**src/rtl/seq_mult_sa.sv**
```systemverilog
`default_nettype none
// ============================================================================
// Module      : seq_mult_sa
// Description : Sequential shift-add multiplier, unsigned or two's-complement
//               signed, with early termination once the remaining multiplier
//               bits are zero. Operands A and B arrive on consecutive cycles
//               over a shared bus; the exact 2*WIDTH-bit product is flagged by
//               a one-cycle done pulse.
// Revision    : 1.0 - initial release
// ============================================================================
module seq_mult_sa #(
  parameter int WIDTH = 16
) (
  input  logic               clk,
  input  logic               rst_n,
  input  logic               start,
  input  logic               sgn,
  input  logic [WIDTH-1:0]   data_in,
  output logic               busy,
  output logic               done,
  output logic [2*WIDTH-1:0] product
);

  localparam int PW = 2 * WIDTH;

  localparam logic [1:0] S_IDLE   = 2'd0;
  localparam logic [1:0] S_LOAD_B = 2'd1;
  localparam logic [1:0] S_CALC   = 2'd2;
  localparam logic [1:0] S_DONE   = 2'd3;

  localparam logic [WIDTH-1:0] C_ONE_W = {{(WIDTH-1){1'b0}}, 1'b1};
  localparam logic [PW-1:0]    C_ONE_P = {{(PW-1){1'b0}}, 1'b1};

  logic [1:0]       state_q,   state_d;
  logic             mode_q,    mode_d;
  logic             neg_q,     neg_d;
  logic [PW-1:0]    mcand_q,   mcand_d;
  logic [WIDTH-1:0] mplier_q,  mplier_d;
  logic [PW-1:0]    acc_q,     acc_d;
  logic [PW-1:0]    product_q, product_d;

  logic             w_din_signed;
  logic             w_din_neg;
  logic [WIDTH-1:0] w_din_mag;
  logic [PW-1:0]    w_acc_neg;

  // Magnitude of the operand currently on the bus; mode comes from sgn in the
  // A cycle and from the latched mode in the B cycle. -2^(W-1) maps to
  // 2^(W-1), which is still representable as an unsigned W-bit value.
  always_comb begin
    w_din_signed = (state_q == S_IDLE) ? sgn : mode_q;
    w_din_neg    = w_din_signed & data_in[WIDTH-1];
    w_din_mag    = w_din_neg ? ((~data_in) + C_ONE_W) : data_in;
    w_acc_neg    = (~acc_q) + C_ONE_P;
  end

  // Next-state and datapath update for the shift-add sequence.
  always_comb begin
    state_d   = state_q;
    mode_d    = mode_q;
    neg_d     = neg_q;
    mcand_d   = mcand_q;
    mplier_d  = mplier_q;
    acc_d     = acc_q;
    product_d = product_q;
    case (state_q)
      S_IDLE: begin
        if (start) begin
          mode_d  = sgn;
          neg_d   = w_din_neg;
          mcand_d = {{WIDTH{1'b0}}, w_din_mag};
          state_d = S_LOAD_B;
        end
      end
      S_LOAD_B: begin
        mplier_d = w_din_mag;
        neg_d    = neg_q ^ w_din_neg;
        acc_d    = '0;
        state_d  = S_CALC;
      end
      S_CALC: begin
        if (mplier_q == '0) begin
          // Negating a zero accumulator yields zero, so no -0 pattern arises.
          product_d = neg_q ? w_acc_neg : acc_q;
          state_d   = S_DONE;
        end else begin
          if (mplier_q[0]) begin
            acc_d = acc_q + mcand_q;
          end
          mcand_d  = mcand_q << 1;
          mplier_d = mplier_q >> 1;
        end
      end
      S_DONE: begin
        state_d = S_IDLE;
      end
      default: begin
        state_d = S_IDLE;
      end
    endcase
  end

  // State and datapath registers; reset discards any operation in flight.
  always_ff @(posedge clk or negedge rst_n) begin
    if (!rst_n) begin
      state_q   <= S_IDLE;
      mode_q    <= 1'b0;
      neg_q     <= 1'b0;
      mcand_q   <= '0;
      mplier_q  <= '0;
      acc_q     <= '0;
      product_q <= '0;
    end else begin
      state_q   <= state_d;
      mode_q    <= mode_d;
      neg_q     <= neg_d;
      mcand_q   <= mcand_d;
      mplier_q  <= mplier_d;
      acc_q     <= acc_d;
      product_q <= product_d;
    end
  end

  assign busy    = (state_q != S_IDLE);
  assign done    = (state_q == S_DONE);
  assign product = product_q;

endmodule
`default_nettype wire

```
**config.mk**
```make
export PLATFORM = sky130hd
export DESIGN_NAME = seq_mult_sa
export DESIGN_NICKNAME = d
export VERILOG_FILES = /design/src/rtl/seq_mult_sa.sv
export SDC_FILE = /design/constraint.sdc
export NUM_CORES = 1
export LEC_CHECK = 0
export CAP_MARGIN = 20
export CORE_MARGIN = 4
export CORE_UTILIZATION = 45
export DETAILED_ROUTE_END_ITERATION = 8
export PLACE_DENSITY = 0.72
export SLEW_MARGIN = 20
export SYNTH_ARGS = -nofsm -noshare
export SYNTH_HDL_FRONTEND = slang
export SYNTH_SLANG_ARGS = --single-unit
export TNS_END_PERCENT = 5
```
**constraint.sdc**
```tcl
create_clock -name clk -period 6.72 [get_ports clk]
set_clock_uncertainty 0.1 [all_clocks]
set_input_delay 1.344 -clock clk [delete_from_list [all_inputs] [get_ports clk]]
set_output_delay 1.344 -clock clk [all_outputs]
set_load 0.02 [all_outputs]
```
==> summary.txt, run 1 <==
Critical path
  – Source of the worst register-to-register timing path: state_q[0]
  – Endpoint arrival time on the critical path: roughly 3.7 ns
  – CP max FO: 73
  – Register-to-register setup slack: about 3.2 ns
  – WS Path Type: register to register
  – CP Cell Sequence: inv_1, ha_2, buf_4, inv_1, or2_2, nand2_1, buf_4, o21ai_0
  – Depth of the worst register-to-register path: 8
  – Crit-path max cell delay: approximately 0.75 ns
  – Slowest stage cell, crit path: sky130_fd_sc_hd__or2_2
  – Kind of capture point of the worst setup path: register
  – Element type at the critical path start: register
  – Destination of the worst register-to-register timing path: mcand_q[31]
  – Data required time at the worst endpoint: between 6 and 7 ns

CTS
  – Post-CTS setup buffer count: 0
  – CTS Hold Buffers Added: 0
  – Number of gates resized after cts: 0
  – Num CTS Buffers: 17
  – Root cell of the clock tree: sky130_fd_sc_hd__clkbuf_16
  – CTS Sinks: 116
  – Clock Latency Late Sink: between 0.4 and 0.5 ns
  – Clock-pin transition on the worst setup and hold timing paths: about 0.050 ns
  – Maximum level of the CTS H-tree: 4
  – Maximum root-to-sink buffer count: 2
  – TritonCTS clock tree: yes

Layout
  – Fin area: approximately 8700 um2
  – Non-filler instance count after layout: around 1100
  – Share of cells above drive strength 1: 5.80%
  – Layout Nets: around 960
  – Area growth from synthesis to layout: 17.6%
  – # diodes: 0

Floorplanning
  – Number of primary I/O pins: 54
  – Die X-Extent: 136 um
  – Effective utilization at floorplan: between 40% and 50%
  – Number of core rows: between 40 and 50
  – Core ar.: approximately 16000 um2
  – Die boundary height: about 140 um
  – Area of the die: between 15000 and 20000 um2

GRT
  – Total Routing Usage GR: 19.6%
  – Wire length of the first global-routing pass: just under 30 mm
  – Residual overflow from global routing: 0
  – Largest net degree at the start of global routing: 74
  – Vias in the first global route: between 5000 and 6000
  – Initial antenna violation count: 0

STA
  – Setup repair after global routing missed its margin: false
  – Slew headroom: 34.5%
  – Worst slew pin tran: about 1 ns
  – F_max: roughly 280 MHz
  – Final count of hold timing violations: 0
  – Sum of negative setup slack: 0 ns
  – Time the worst path needs with I/O delays and setup: approximately 3.6 ns
  – Final-report max-slew violation count: 0
  – Portion of the clock cycle consumed by the worst path in the final layout: a little over half
  – Setup violators final: 0

Logic synthesis
  – Post-synthesis instance area: approximately 7400 um2
  – Flip-flop and latch count after synthesis: around 120
  – Share of async-settable or async-resettable flops after synthesis: between 90% and 100%
  – Combinational family with the most area after synthesis: compound AO/OA/AOI/OAI gates
  – Count of flip-flops with a built-in enable after synthesis: 0
  – Synth Area per Inst: 8.48 um2
  – Synth Area in Compound Gates: a little under a quarter
  – Net Count, Synth: between 900 and 1000
  – Most numerous cell in the Yosys netlist: sky130_fd_sc_hd__nand2_1
  – Post-synth top flop: sky130_fd_sc_hd__dfrtp_1
  – Post-synthesis share of cell area spent on xor and xnor gates: roughly 8%
  – Total number of yosys warnings: 0
  – Area leader, netlist: sky130_fd_sc_hd__dfrtp_1
  – Top cells by count, synth: sky130_fd_sc_hd__nand2_1, sky130_fd_sc_hd__o21ai_0, sky130_fd_sc_hd__dfrtp_1
  – Synthesized-area fraction occupied by and/or/nand/nor cells: 17.8%
  – Register area share after synthesis: between 30% and 40%
  – Adder-cell area share of the yosys netlist: 6.56%
  – Synth unique cells: 55
  – Fraction of synthesized cell area taken by the top area cell type: between 30% and 40%
  – Proportion of synthesized area in mux cells: a little under 2%
  – Cell types occupying the most area after synthesis: sky130_fd_sc_hd__dfrtp_1, sky130_fd_sc_hd__o21ai_0, sky130_fd_sc_hd__nand2_1
  – Number of instances in the synthesized netlist: between 800 and 900

Routing
  – Post-detailed-route count of antenna-violating nets: 0
  – DRC viols: 0
  – Initial DRT Pass Iterations: 6
  – Final routed wire length divided by cell count: between 15 and 20 um
  – Vias after detailed routing: between 6000 and 7000
  – Routed wire length: ~17 mm
  – Avg Vias per Cell: around 5.6
  – First DRT Iteration DRCs: 412

Power
  – Worst IR Drop VDD: just under 0.2 mV
  – Tot Pwr: around 3.5 mW
  – Leakage: approximately 3.8 nW
  – Power Density: about 410 nW/um2

Run
  – Maximum capacitance violations: 0

Placed design
  – Inst Count DP: about 1100
  – Gp weighted congestion: 0.913
  – Port buffer count: 53
  – Sum of net half-perimeters after detailed placement: ~12 mm
  – Cell Area, Placed: 8010 um2

Min path
  – Path type of the worst min-delay path: register to register
  – Hold path cells: 2
  – Hold worst-path end: product[0]
  – Startpoint of the lowest-slack hold path: product[0]

Run status
  – Result of the run: complete, no violations
==> routing by layer <==
metal  routed length (um)  vias up  part of all wire, %  GRT usage [%]
met5                    0        -                    0              0
met4                  171        0                  1.0           6.05
met3                  968       17                  5.7           3.66
met2                 7630      166                   45           30.3
met1                 8340     2946                   49           28.0
li1                     -     3154                    -              -
==> final cells by class <==
class                           count  area, um2
Clock buffer                       25        505
Clock inverter                      7        143
Fill cell                        1488       7280
Inverter                           16       60.1
Multi-Input combinational cell    691       4210
Sequential cell                   116       2900
Tap cell                          216        270
Timing Repair Buffer               59        573
==> cell families after synthesis <==
group,after synthesis
flops,116
mux,14
buf+inv,62
fa+ha+maj,38
xor+xnor,67
compound gates,279
simple gates,293
==> state kept, by name, summed over array words and instances (netlist names) <==
signal	flops
mode_q	1
product	32
mcand_q	32
mplier_q	16
state_q	2
neg_q	1
acc_q	32
==> power by group <==
group          internal [mW]  switching [mW]  total, mW
combinational          0.575           0.919       1.49
sequential             0.859           0.183       1.04
clock                  0.670           0.305      0.975
==> how the worst max path moves through the flow <==
| stage | start | endpoint | slack [ns] | depth (start not counted) |
|---|---|---|---|---|
| after CTS | state_q[0] | mcand_q[31] | 3.12 | 8 |
| after global routing | state_q[0] | mcand_q[31] | 2.79 | 8 |
| after global placement | data_in[0] | mcand_q[14] | 3.12 | 10 |
| after detailed placement | data_in[0] | mplier_q[14] | 3.05 | 10 |
| final | state_q[0] | mcand_q[31] | 3.16 | 8 |
| after floorplan | data_in[7] | mcand_q[15] | 3.73 | 6 |
==> per-stage QoR <==
step | setup WS [ns] | hold slack, ns | utilization (%)
final | 3.16 | 0.372 | 54.3
after CTS | 3.12 | 0.381 | 54.3
after detailed placement | 3.05 | 0.369 | 50.3
after global placement | 3.12 | 0.361 | 50.3
after global routing | 2.79 | 0.390 | 54.3
after floorplan | 3.73 | 0.369 | -
==> critical path, delay by kind of cell (launching register included) <==
kind,cells,cell delay [ns]
adders and majority gates,1,0.16
DFF,1,0.41
and+or+nand+nor,2,0.91
AOI/OAI and AO/OA,1,0.21
buffers and inverters,4,1.55
==> placed cells by master, fill, tap and decap left out, types with 11 or more instances in the layout <==
master	netlist	routed
sky130_fd_sc_hd__a21o_1	15	15
sky130_fd_sc_hd__a21oi_1	51	51
sky130_fd_sc_hd__clkbuf_16	0	17
sky130_fd_sc_hd__clkdlybuf4s50_1	0	52
sky130_fd_sc_hd__dfrtp_1	116	116
sky130_fd_sc_hd__ha_1	37	36
sky130_fd_sc_hd__inv_1	16	16
sky130_fd_sc_hd__mux2i_1	11	11
sky130_fd_sc_hd__nand2_1	165	165
sky130_fd_sc_hd__nand3_1	26	26
sky130_fd_sc_hd__nor2_1	40	39
sky130_fd_sc_hd__o21ai_0	136	136
sky130_fd_sc_hd__o31ai_1	17	17
sky130_fd_sc_hd__xnor2_1	32	32
sky130_fd_sc_hd__xor2_1	35	35
Power figures use the tool's default switching activity.
==> run 2, diff against run 1 <==
--- a/config.mk
+++ b/config.mk
@@ -9,7 +9,7 @@
 export CORE_MARGIN = 4
 export CORE_UTILIZATION = 45
 export DETAILED_ROUTE_END_ITERATION = 8
-export PLACE_DENSITY = 0.72
+export PLACE_DENSITY = 0.74
 export SLEW_MARGIN = 20
 export SYNTH_ARGS = -nofsm -noshare
 export SYNTH_HDL_FRONTEND = slang
==> constraint.sdc (replaced) <==
create_clock -name clk -period 3 [get_ports clk]
set_clock_uncertainty 0.1 [all_clocks]
set_input_delay 0.6 -clock clk [delete_from_list [all_inputs] [get_ports clk]]
set_output_delay 0.6 -clock clk [all_outputs]
set_load 0.02 [all_outputs]
==> run 2 against run 1 <==
  * Via count up 1.2%
  * Critical endpoint is now acc_q[26]
  * Total power increased by 120%
  * Fmax rose by 25%
  * Largest cell class unchanged
  * Cell count increased by 2.6%
  * Die area unchanged
  * Combinational power up 140%
  * Clock power rose by 86%
  * Non-clock buffer count increased by 30
  * Largest power group unchanged
  * Worst hold slack got worse by 0.29 ns
  * Flip-flop and latch count unchanged
  * Clock-buffer cell count down 5
==> summary.txt, run 2 (synthesis results as in run 1) <==
Layout
  – Layout Nets: 989 (+3.1%)
  – Most common library cell in the layout ignoring fill and taps: sky130_fd_sc_hd__nand2_1
  – # diodes: 0 (unchanged)
  – Share of cells above drive strength 1: 9.44% (+3.6 points)
  – Non-filler instance count after layout: 1159 (+2.6%)
  – Final core utilization: 55.4% (+1.0 points)
  – Filler Cells Inserted: 1483 (-0.34%)
  – Fin area: 8820 um2 (+1.9%)
  – Area growth from synthesis to layout: 19.8%
  – Most used cells in the layout excluding fill and tap cells: sky130_fd_sc_hd__nand2_1, sky130_fd_sc_hd__o21ai_0, sky130_fd_sc_hd__dfrtp_1

STA
  – Setup repair after global routing missed its margin: true
  – Time the worst path needs with I/O delays and setup: 2.84 ns (-0.719 ns)
  – Worst Hold Margin: 0.0779 ns (-0.294 ns)
  – Setup violators final: 0 (unchanged)
  – Final setup margin: 0.163 ns (-3.00 ns)
  – Worst slew pin tran: 0.648 ns (-0.334 ns)
  – F_max: 353 MHz (+25%)
  – Final-report max-slew violation count: 0 (unchanged)
  – Final count of hold timing violations: 0 (unchanged)
  – Slew headroom: 56.5% (+22 points)
  – Portion of the clock cycle consumed by the worst path in the final layout: 94.6% (+42 points)
  – Sum of negative setup slack: 0 ns (unchanged)

Routing
  – DRC viols: 0 (unchanged)
  – Vias after detailed routing: 6359 (+1.2%)
  – Post-detailed-route count of antenna-violating nets: 0 (unchanged)
  – Routed wire length: 17.1 mm (-0.13%)
  – Initial DRT Pass Iterations: 6 (unchanged)
  – Final routed wire length divided by cell count: 14.7 um (-2.6%)
  – First DRT Iteration DRCs: 584 (+42%)
  – Avg Vias per Cell: 5.49 (-1.3%)

Placed design
  – Gp weighted congestion: 0.950 (+4.0%)
  – Cell Area, Placed: 8250 um2 (+2.9%)
  – Port buffer count: 53 (unchanged)
  – Sum of net half-perimeters after detailed placement: 12.9 mm (+3.5%)
  – Pre-CTS setup slack: 0.00675 ns (-3.05 ns)
  – Inst Count DP: 1128 (+2.7%)

Floorplanning
  – Area of the die: 18500 um2 (unchanged)
  – Effective utilization at floorplan: 46.2% (unchanged)
  – Die X-Extent: 136 um (unchanged)
  – Number of core rows: 46 (unchanged)
  – Number of primary I/O pins: 54 (unchanged)
  – Die boundary height: 136 um (unchanged)
  – Core ar.: 15900 um2 (unchanged)

Critical path
  – Element type at the critical path start: register
  – WS Path Type: register to register
  – CP top delay family: compound AO/OA/AOI/OAI gates
  – Data required time at the worst endpoint: 3.21 ns (-3.67 ns)
  – CP max FO: 3 (-96%)
  – Buf/Inv on CP: 2 (-2)
  – Startpoint of the worst setup timing path: mcand_q[0]
  – Crit-path max cell delay: 0.38 ns (-0.37 ns)
  – Slowest stage cell, crit path: sky130_fd_sc_hd__fa_1
  – Kind of capture point of the worst setup path: register
  – Crit path top cell by count: sky130_fd_sc_hd__a21oi_1
  – CP Cell Sequence: ha_1, inv_1, fa_1, nand2b_1, a21oi_1, nor3_2, o31ai_1, buf_4, a21oi_1, o21bai_2, o21bai_1, a32o_1
  – Endpoint arrival time on the critical path: 3.05 ns (-0.66 ns)
  – Source of the worst register-to-register timing path: mcand_q[0]

CTS
  – Num CTS Buffers: 17 (unchanged)
  – Clock-pin transition on the worst setup and hold timing paths: 0.05 ns (about the same)
  – Maximum root-to-sink buffer count: 2 (unchanged)
  – CTS Hold Buffers Added: 0 (unchanged)
  – CTS Sinks: 116 (unchanged)
  – Root cell of the clock tree: sky130_fd_sc_hd__clkbuf_16
  – TritonCTS clock tree: yes
  – Post-CTS setup buffer count: 0 (unchanged)
  – Clock Latency Late Sink: 0.42 ns (about the same)
  – Maximum level of the CTS H-tree: 4 (unchanged)

GRT
  – Vias in the first global route: 5775 (-1.3%)
  – Largest net degree at the start of global routing: 65 (-12%)
  – Total Routing Usage GR: 19.7% (+0.065 points)
  – Residual overflow from global routing: 0 (unchanged)
  – Initial antenna violation count: 0 (unchanged)
  – Wire length of the first global-routing pass: 29.1 mm (about the same)

Power
  – Power Density: 871 nW/um2 (+110%)
  – Leakage: 3.89 nW (+3.0%)
  – Worst IR Drop VDD: 0.465 mV (+140%)
  – Tot Pwr: 7.69 mW (+120%)

Run status
  – Result of the run: complete, no violations

Min path
  – Path type of the worst min-delay path: input port to async pin

Run
  – Maximum capacitance violations: 0 (unchanged)
-- run 2: final cells by class --
cell class	instances	area, um2	area share [%]
multi-input combinational	691	4260	48.2
inverter	16	60.1	0.681
timing repair buffer	89	811	9.19
clock buffer	20	437	4.95
clock inverter	11	88.8	1.01
sequential	116	2900	32.9
tap	216	270	3.06
-- run 2: timing repair --
action,CTS,global route
endpoints found under the setup margin,1,13
gates resized for setup,1,9
pin swaps,0,1
-- run 2: path summary, 6_finish.rpt --
check,end,slack [ns],depth (start not counted)
worst min register to register,product[29],0.37,2
worst min-delay path,mcand_q[24],0.08,1
worst max register to register,acc_q[26],0.16,12
max in group asynchronous,acc_q[5],2.00,2
min in group clk,product[29],0.37,2
worst max-delay path,acc_q[26],0.16,12
-- run 2: power by group --
group / total (mW) / internal (mW) / leakage, nW / switching, mW
Combinational: 3.60 / 1.47 / 2.08 / 2.13
Sequential: 2.27 / 1.92 / 1.55 / 0.351
Clock: 1.81 / 1.12 / 0.259 / 0.695
-- run 2: metal layers --
| metal | track usage, % | vias up | share of wire, % |
|---|---|---|---|
| met2 | 28.4 | 190 | 44 |
| met1 | 29.4 | 2942 | 48 |
| met5 | 0 | - | 0 |
| li1 | - | 3212 | - |
| met4 | 6.05 | 0 | 0.93 |
| met3 | 4.26 | 15 | 6.5 |
